<file path="config.mk">
export PLATFORM = sky130hd
export DESIGN_NAME = assert_event_log
export DESIGN_NICKNAME = d
export VERILOG_FILES = /design/src/rtl/noobs_assert_pkg.sv /design/src/rtl/assert_evt_fifo.sv /design/src/rtl/assert_event_log.sv
export SDC_FILE = /design/constraint.sdc
export NUM_CORES = 1
export LEC_CHECK = 0
export ABC_AREA = 1
export ABC_CLOCK_PERIOD_IN_PS = 3190
export CAP_MARGIN = 15
export CORE_UTILIZATION = 55
export CTS_CLUSTER_SIZE = 40
export DETAILED_ROUTE_END_ITERATION = 16
export GPL_ROUTABILITY_DRIVEN = 0
export GPL_TIMING_DRIVEN = 0
export PLACE_DENSITY = 0.79
export SLEW_MARGIN = 20
export SYNTH_ARGS = -nofsm -noshare
export SYNTH_HDL_FRONTEND = slang
export SYNTH_HIERARCHICAL = 1
export SYNTH_SLANG_ARGS = --single-unit
export TNS_END_PERCENT = 1
</file>
<file path="constraint.sdc">
create_clock -name clk -period 3.19 [get_ports clk]
set_clock_uncertainty 0.2 [all_clocks]
set_input_delay 0.638 -clock clk [delete_from_list [all_inputs] [get_ports clk]]
set_output_delay 0.638 -clock clk [all_outputs]
set_load 0.02 [all_outputs]
</file>
<file path="src/rtl/noobs_assert_pkg.sv">
// rtl/noobs_assert_pkg.sv - shared state encoding, counter widths and helpers for the assertion event log
package noobs_assert_pkg;

   typedef enum logic [1:0] {
      ST_DISARMED = 2'd0,
      ST_ARMED    = 2'd1,
      ST_TRIPPED  = 2'd2
   } log_state_t;

   localparam int DROP_CNT_W = 8;

   // Index of the lowest set bit; 0 when nothing is set.
   function automatic logic [3:0] lowest_set(input logic [15:0] v);
      logic [3:0] idx;
      idx = '0;
      for (int i = 15; i >= 0; i--) begin
         if (v[i]) idx = 4'(i);
      end
      return idx;
   endfunction

endpackage

</file>
<file path="src/rtl/assert_evt_fifo.sv">
// rtl/assert_evt_fifo.sv - event FIFO with flush; head reads as zero while empty
module assert_evt_fifo #(
   parameter int WIDTH = 24,
   parameter int DEPTH = 8
) (
   input  logic             clk,
   input  logic             reset_,
   input  logic             flush,
   input  logic             push,
   input  logic [WIDTH-1:0] din,
   input  logic             pop,
   output logic [WIDTH-1:0] dout,
   output logic             full,
   output logic             empty
);

   localparam int AW = $clog2(DEPTH);

   logic [WIDTH-1:0] mem [DEPTH];
   logic [AW:0]      wr_ptr;
   logic [AW:0]      rd_ptr;

   // Extra pointer bit distinguishes full from empty when the indices match.
   assign empty = (wr_ptr == rd_ptr);
   assign full  = (wr_ptr[AW] != rd_ptr[AW]) && (wr_ptr[AW-1:0] == rd_ptr[AW-1:0]);
   assign dout  = empty ? '0 : mem[rd_ptr[AW-1:0]];

   always_ff @(posedge clk or negedge reset_) begin
      if (!reset_) begin
         wr_ptr <= '0;
         rd_ptr <= '0;
      end else if (flush) begin
         wr_ptr <= '0;
         rd_ptr <= '0;
      end else begin
         if (push) wr_ptr <= wr_ptr + (AW+1)'(1);
         if (pop)  rd_ptr <= rd_ptr + (AW+1)'(1);
      end
   end

   always_ff @(posedge clk) begin
      if (push && !flush) mem[wr_ptr[AW-1:0]] <= din;
   end

endmodule

</file>
<file path="src/rtl/assert_event_log.sv">
// rtl/assert_event_log.sv - timestamped violation event logger; ASSERT_LOG_HALT_EN builds the halt request
module assert_event_log
   import noobs_assert_pkg::*;
#(
   parameter int NUM_SRC = 8,
   parameter int DEPTH   = 8,
   parameter int TS_W    = 16
) (
   input  logic                  clk,
   input  logic                  reset_,
   input  logic                  arm,
   input  logic                  clear,
   input  logic [NUM_SRC-1:0]    viol,
   output logic                  evt_valid,
   input  logic                  evt_ready,
   output logic [NUM_SRC-1:0]    evt_mask,
   output logic [TS_W-1:0]       evt_ts,
   output logic [3:0]            first_src,
   output logic                  tripped,
   output logic                  overflow,
   output logic [DROP_CNT_W-1:0] drop_cnt,
   output logic                  halt_req
);

   localparam int EW = NUM_SRC + TS_W;

   logic [TS_W-1:0]    ts_cnt;
   logic [NUM_SRC-1:0] viol_q;
   logic [NUM_SRC-1:0] rise;
   logic [15:0]        rise_ext;
   logic               primed;
   log_state_t         state;
   log_state_t         state_nxt;
   logic               push_req;
   logic               pop;
   logic               push_ok;
   logic               drop;
   logic               fifo_full;
   logic               fifo_empty;
   logic [EW-1:0]      head;

   // viol_q holds no real history until the first edge after reset.
   assign rise     = primed ? (viol & ~viol_q) : '0;
   assign push_req = arm && (rise != '0) && !clear;
   assign pop      = evt_ready && !fifo_empty && !clear;
   assign push_ok  = push_req && (!fifo_full || pop);
   assign drop     = push_req && fifo_full && !pop;

   always_comb begin
      rise_ext = '0;
      rise_ext[NUM_SRC-1:0] = rise;
   end

   always_ff @(posedge clk or negedge reset_) begin
      if (!reset_) begin
         ts_cnt <= '0;
         viol_q <= '0;
         primed <= 1'b0;
      end else begin
         ts_cnt <= ts_cnt + TS_W'(1);
         viol_q <= viol;
         primed <= 1'b1;
      end
   end

   always_ff @(posedge clk or negedge reset_) begin
      if (!reset_) state <= ST_DISARMED;
      else         state <= state_nxt;
   end

   always_comb begin
      state_nxt = state;
      if (clear) begin
         state_nxt = arm ? ST_ARMED : ST_DISARMED;
      end else if (!arm) begin
         state_nxt = ST_DISARMED;
      end else begin
         case (state)
            ST_DISARMED: state_nxt = ST_ARMED;
            ST_ARMED:    if (push_ok) state_nxt = ST_TRIPPED;
            ST_TRIPPED:  state_nxt = ST_TRIPPED;
            default:     state_nxt = ST_DISARMED;
         endcase
      end
   end

   always_ff @(posedge clk or negedge reset_) begin
      if (!reset_) begin
         tripped   <= 1'b0;
         first_src <= '0;
         overflow  <= 1'b0;
         drop_cnt  <= '0;
      end else if (clear) begin
         tripped   <= 1'b0;
         first_src <= '0;
         overflow  <= 1'b0;
         drop_cnt  <= '0;
      end else begin
         if (state == ST_ARMED && state_nxt == ST_TRIPPED) begin
            tripped   <= 1'b1;
            first_src <= lowest_set(rise_ext);
         end
         if (drop) begin
            overflow <= 1'b1;
            if (drop_cnt != '1) drop_cnt <= drop_cnt + DROP_CNT_W'(1);
         end
      end
   end

   assert_evt_fifo #(
      .WIDTH (EW),
      .DEPTH (DEPTH)
   ) u_fifo (
      .clk   (clk),
      .reset_(reset_),
      .flush (clear),
      .push  (push_ok),
      .din   ({rise, ts_cnt}),
      .pop   (pop),
      .dout  (head),
      .full  (fifo_full),
      .empty (fifo_empty)
   );

   assign evt_valid = !fifo_empty;
   assign evt_mask  = head[EW-1:TS_W];
   assign evt_ts    = head[TS_W-1:0];

`ifdef ASSERT_LOG_HALT_EN
   logic halt_q;

   always_ff @(posedge clk or negedge reset_) begin
      if (!reset_) halt_q <= 1'b0;
      else         halt_q <= (state_nxt == ST_TRIPPED);
   end

   assign halt_req = halt_q;
`else
   assign halt_req = 1'b0;
`endif

endmodule

</file>
# Yosys cells after proc, flatten, opt, wreduce, memory -nomap -nowiden
# Memory sizes are Yosys's and may differ from the RTL's.
# Cells that the tools add are included.
# word_totals
regBits	49
mem_bits_rw	192
memories	1
out_inout_bits	40
in_bits	13
# classes
addsub	4
eq_ne	7
mux	30
bitwise_logic	2
reduce_logical	23
# mem_list
name	words	word_bits	read_ports	rd_ports_with_merged_regs	write_ports	line_no	source
u_fifo.mem	8	24	1	0	1	assert_evt_fifo.sv:19	logic [WIDTH-1:0] mem [DEPTH];
# ops
op	n
two-way mux 4 bit	13
two-way mux 8 bit	4
two-way mux 24 bit	1
adder 16 x 1 -> 16 bit (second input constant)	1
logical AND 1 bit	10
nonzero test 2 bit	5
adder 4 x 1 -> 4 bit (second input constant)	2
adder 8 x 1 -> 8 bit (second input constant)	1
bitwise AND 8 bit	1
inequality test 8 bit (second input constant)	1
NOT 8 bit	1
nonzero test 8 bit	1
two-way mux 1 bit	7
two-way mux 2 bit	3
case mux 2 bit (3 select lines)	1
equality test 2 bit (second input constant)	2
equality test 4 bit	1
logical NOT 1 bit	4
equality test 3 bit	1
two-way mux 3 bit	1
equality test 2 x 1 -> 1 bit (second input constant)	1
logical NOT 2 bit	1
AND reduction 2 bit	1
logical OR 1 bit	1
inequality test 1 bit	1

# Logic depth before layout (Yosys ltp)
# logic_depth
depth_word	15
mapped_depth	17
mapped_depth_nobuf	15

# Modules after synthesis
# Netlist, hierarchy kept.
# by_module_without_submodules
module	seq_area_each_um2	cells_per_inst	instances	area_per_inst_um2
assert_evt_fifo	5965.7	909	1	8898.5
assert_event_log	1001.0	226	1	2129.5

# Worst setup path after synthesis
# OpenSTA, ideal clock, no wires.
# synth_path
kind	reg2reg
from	register u_fifo.rd_ptr[0]
to	memory u_fifo.mem[0][0] (enable)
period_less_slack_ns	3.421
required_ns	2.585
setup_time_ns	0.405
path_buffers	2
path_stages_with_launch	18
setup_slack_ns	-0.231
arrival_time_ns	2.816
cell_sequence	dfrtp_1 > buf_6 > inv_2 > nand2_1 > nand2_1 > nor2_1 > nand2_2 > buf_6 > inv_2 > inv_1 > nand3_2 > nand2_2 > nand3_2 > inv_1 > nand2_1 > inv_1 > nand2_1 > nor2_1
# synth_between
elab_chain_cells	9
word_cells_on_any_way	12
# synth_lines
item	line_no	source
from (decl)	assert_evt_fifo.sv:21	logic [AW:0] rd_ptr;
from (signal assigned)	assert_evt_fifo.sv:37	if (pop) rd_ptr <= rd_ptr + (AW+1)'(1);
equality test 4 bit	assert_evt_fifo.sv:24	assign empty = (wr_ptr == rd_ptr);
named net fifo_empty	assert_event_log.sv:39	logic fifo_empty;
logical NOT 1 bit	-	
named net evt_valid	assert_event_log.sv:14	output logic evt_valid,
logical AND 1 bit (2 in a row)	assert_event_log.sv:45	assign pop = evt_ready && !fifo_empty && !clear;
logical OR 1 bit	assert_event_log.sv:46	assign push_ok = push_req && (!fifo_full || pop);
logical AND 1 bit	assert_event_log.sv:46	
named net push_ok	assert_event_log.sv:36	logic push_ok;
logical AND 1 bit	assert_evt_fifo.sv:42	if (push && !flush) mem[wr_ptr[AW-1:0]] <= din;
two-way mux 1 bit	assert_evt_fifo.sv:42	
two-way mux 1 bit (implied by the code)	assert_evt_fifo.sv:42	
to (decl)	assert_evt_fifo.sv:19	
# The timed path passes the listed nets, and every way through them passes these cells.

# Worst setup path after layout
# layout_path
from	register u_fifo.rd_ptr[0]
to	output evt_mask[7]
# layout_between
elab_chain_cells	2
word_cells_on_any_way	3
# layout_lines
item	line_no	source
memory (8 x 24 bit) / equality test 4 bit (equally long branches)	-	
two-way mux 24 bit *	assert_evt_fifo.sv:26	assign dout = empty ? '0 : mem[rd_ptr[AW-1:0]];
to (decl)	assert_event_log.sv:16	output logic [NUM_SRC-1:0] evt_mask,
# Mark *: on every way between the ends. The rest lies on a longest branch, timed or not.

==> results.py <==
metrics = {
    "run_status": {
        "status": "complete, but fails checks",
        "violations": "negative setup slack",
    },
    "power": {
        "leakagePower_nw": 5.89,
        "ir_worst_vdd_uv": 513,
        "power.density_mw_per_mm2": 514,
    },
    "logic_synthesis": {
        "synth_edf_count": 192,
        "ys_warn_count": 6,
        "synth_top_cell_area_share": 0.523,
        "synth.ff_latch_count": 240,
        "ys.flop_type": "edfxtp_1",
        "synth_cell_types": 38,
        "synthTopCellsByCount": "nand2_1 (307), inv_1 (234), edfxtp_1 (192), nand3_1 (129), nor2_1 (76)",
        "yosysMostFrequentCell": "nand2_1",
        "synth_area_leaders": "edfxtp_1 (52%), dfrtp_1 (11%), nand2_1 (10%), inv_1 (8.0%), nand3_1 (5.9%)",
        "syn_area_per_cell_um2": 9.72,
        "syn_area_mm2": 0.0110,
        "synth_top_area_cell": "edfxtp_1",
        "ys_seq_area_frac": 0.632,
        "netlist_instances": 1135,
        "async_reset_ff_frac": 0.200,
    },
    "final_layout": {
        "area_delta_synth_final_pct": 17.5,
        "layout-drive-gt1-share": 0.127,
        "fillers": 1417,
        "nNetsFinal": 1239,
        "antennaDiodeCount": 0,
    },
    "drt": {
        "vias_per_cell": 5.28,
        "drtPass1Iterations": 5,
        "drt-initial-drc-count": 632,
        "wl_per_cell_um": 17.4,
        "ant_nets": 0,
        "routed-via-count": 7935,
        "routed_wl_um": 26100,
        "drc_errors": 0,
    },
    "grt": {
        "grt_pass1_vias": 7815,
        "groute.usage.overall": 0.264,
        "grt_overflow": 0,
        "antenna_found_initial": 0,
        "grt_pass1_wl_um": 40600,
        "grt_max_degree": 49,
    },
    "timing": {
        "slew_violations": 0,
        "finalSetupViolCount": 59,
        "rsz0062_at_grt": "true",
        "finalCriticalPeriod_ps": 3280,
        "slew_headroom": 0.559,
        "setup_tns_ps": -1090,
        "hold_viol": 0,
        "tightest_slew_ps": 662,
        "fmax_ghz": 0.305,
        "worst_slack_ps": -87.7,
        "post-route-period-util": 1.03,
        "holdWs_ps": 277,
    },
    "setup_path": {
        "cp_max_fo": 10,
        "critPathKind": "reg2out",
        "crit_path_end_kind": "output port",
        "worst-endpoint-required_ps": 2350,
        "crit_arrival_ps": 2440,
        "startpoint_type": "flop",
    },
    "clock_network": {
        "clk_latency_ps": 520,
        "clk_pin_slew_worst_paths_ps": 60,
        "cts_root_buffer": "clkbuf_16",
        "ctsHtreeMaxLevel": 1,
        "clock_sinks": 240,
        "cts.path.max_buffers": 3,
        "cts_tree": "built",
        "cts_buffers": 23,
    },
    "floorplan": {
        "die-area_mm2": 0.0206,
        "die_h_um": 144,
        "die_w_um": 144,
        "ioPinCount": 53,
        "coreArea_mm2": 0.0196,
        "initial_core_util": 0.563,
        "rows": 51,
    },
    "place": {
        "port_buffers": 50,
        "hpwl_um": 16300,
    },
    "job": {
        "max_cap_violations": 0,
    },
    "min_path": {
        "min-delay-path-class": "reg2reg",
    },
}
-- stage by stage --
stage               area [um2]   util  total power [mW]  instances  worst slack, ps
global placement         11900  0.606              3.87       1451            -1570
floorplan                11000      -              3.71       1136             -231
global route             13000  0.662              6.86       1504             -259
detailed placement       12100  0.619              3.89       1459             -329
finish                   13000  0.662              6.66       1504            -87.7
CTS                      12900  0.661              6.69       1502            -69.5
-- path summary, 6_finish.rpt --
check                                              from                            to  slack (ps)  cells after the start
max                        u_fifo/rd_ptr[0]$_DFFE_PN0P_                   evt_mask[7]         -90                      9
min                                overflow$_DFFE_PN0P_          overflow$_DFFE_PN0P_         280                      2
max reg2reg                u_fifo/rd_ptr[0]$_DFFE_PN0P_    u_fifo/mem[7][8]$_DFFE_PP_         -50                     18
min reg2reg                        overflow$_DFFE_PN0P_          overflow$_DFFE_PN0P_         280                      2
max in group asynchronous                        reset_  u_fifo/rd_ptr[1]$_DFFE_PN0P_        1810                      2
min in group asynchronous                        reset_       drop_cnt[1]$_DFFE_PN0P_         500                      2
-- layout make-up --
| type | instances | area [um2] | area share |
|---|---|---|---|
| sequential | 240 | 6970 | 0.538 |
| timing repair buffer | 61 | 702 | 0.0542 |
| multi-input combinational | 612 | 2960 | 0.228 |
| clock inverter | 12 | 160 | 0.0124 |
| buffer | 42 | 288 | 0.0222 |
| tap | 265 | 332 | 0.0256 |
| inverter | 242 | 918 | 0.0708 |
| clock buffer | 30 | 633 | 0.0488 |
-- kinds of logic (layout without fill, tap and decap cells) --
logic type / after synthesis / in the layout / share of synthesized area
fa+ha+maj: 4 / 4 / 0.00454
other cells: 2 / 3 / 0.000681
simple gates: 572 / 572 / 0.235
flops: 240 / 240 / 0.632
buf+inv: 284 / 387 / 0.107
compound gates: 14 / 14 / 0.00647
xor+xnor: 19 / 19 / 0.0151
-- cells in the final DEF (no fill, tap or decap), drive strengths merged, types with 7 or more instances in the layout --
cell | synthesis | layout
buf | 29 | 40
clkbuf | 13 | 49
clkdlybuf4s50 | 0 | 25
clkinv | 0 | 7
dfrtp | 48 | 48
dlygate4sd2 | 0 | 15
edfxtp | 192 | 192
inv | 242 | 243
nand2 | 328 | 328
nand3 | 141 | 141
nor2 | 84 | 84
nor3 | 8 | 8
o21ai | 7 | 7
xor2 | 15 | 15
-- routing by layer --
metal | wire [um] | vias to the layer above | GRT usage | share of wire
li1 | - | 3720 | - | -
met1 | 9830 | 3737 | 0.334 | 0.38
met2 | 13200 | 405 | 0.455 | 0.50
met3 | 2290 | 73 | 0.0377 | 0.088
met4 | 827 | 0 | 0.114 | 0.032
met5 | 0 | - | 0 | 0
-- report_power, final --
group	switching, mW	total, mW	internal [mW]	leakage, nW
logic	0.295	0.437	0.142	2.90
clock network	1.12	2.84	1.72	0.390
registers	0.0111	3.39	3.38	2.60
total	1.42	6.66	5.24	5.89
-- registers in the layout, indices dropped and copies added (netlist names) --
register	count
u_fifo/rd_ptr	4
state	2
drop_cnt	8
primed	1
ts_cnt	16
u_fifo/mem	192
first_src	3
tripped	1
viol_q	8
overflow	1
u_fifo/wr_ptr	4
-- worst max-delay path, stage by stage (launching register included) --
cell and delay (ps):
dfrtp_1 390, buf_6 150, inv_2 140, buf_2 340, nand2_1 100, nand3_1 80
nand3_1 80, nand2_1 80, nor2_1 40, clkdlybuf4s50_1 530
-- repair_timing --
item                                   CTS  global route
resized for setup                       45            19
endpoints found under the hold margin   48             0
hold buffers                             1             0
buffers inserted                         0             2
setup endpoints to repair              173           206
pin swaps                                0             1
(Power assumes the default switching activity.)
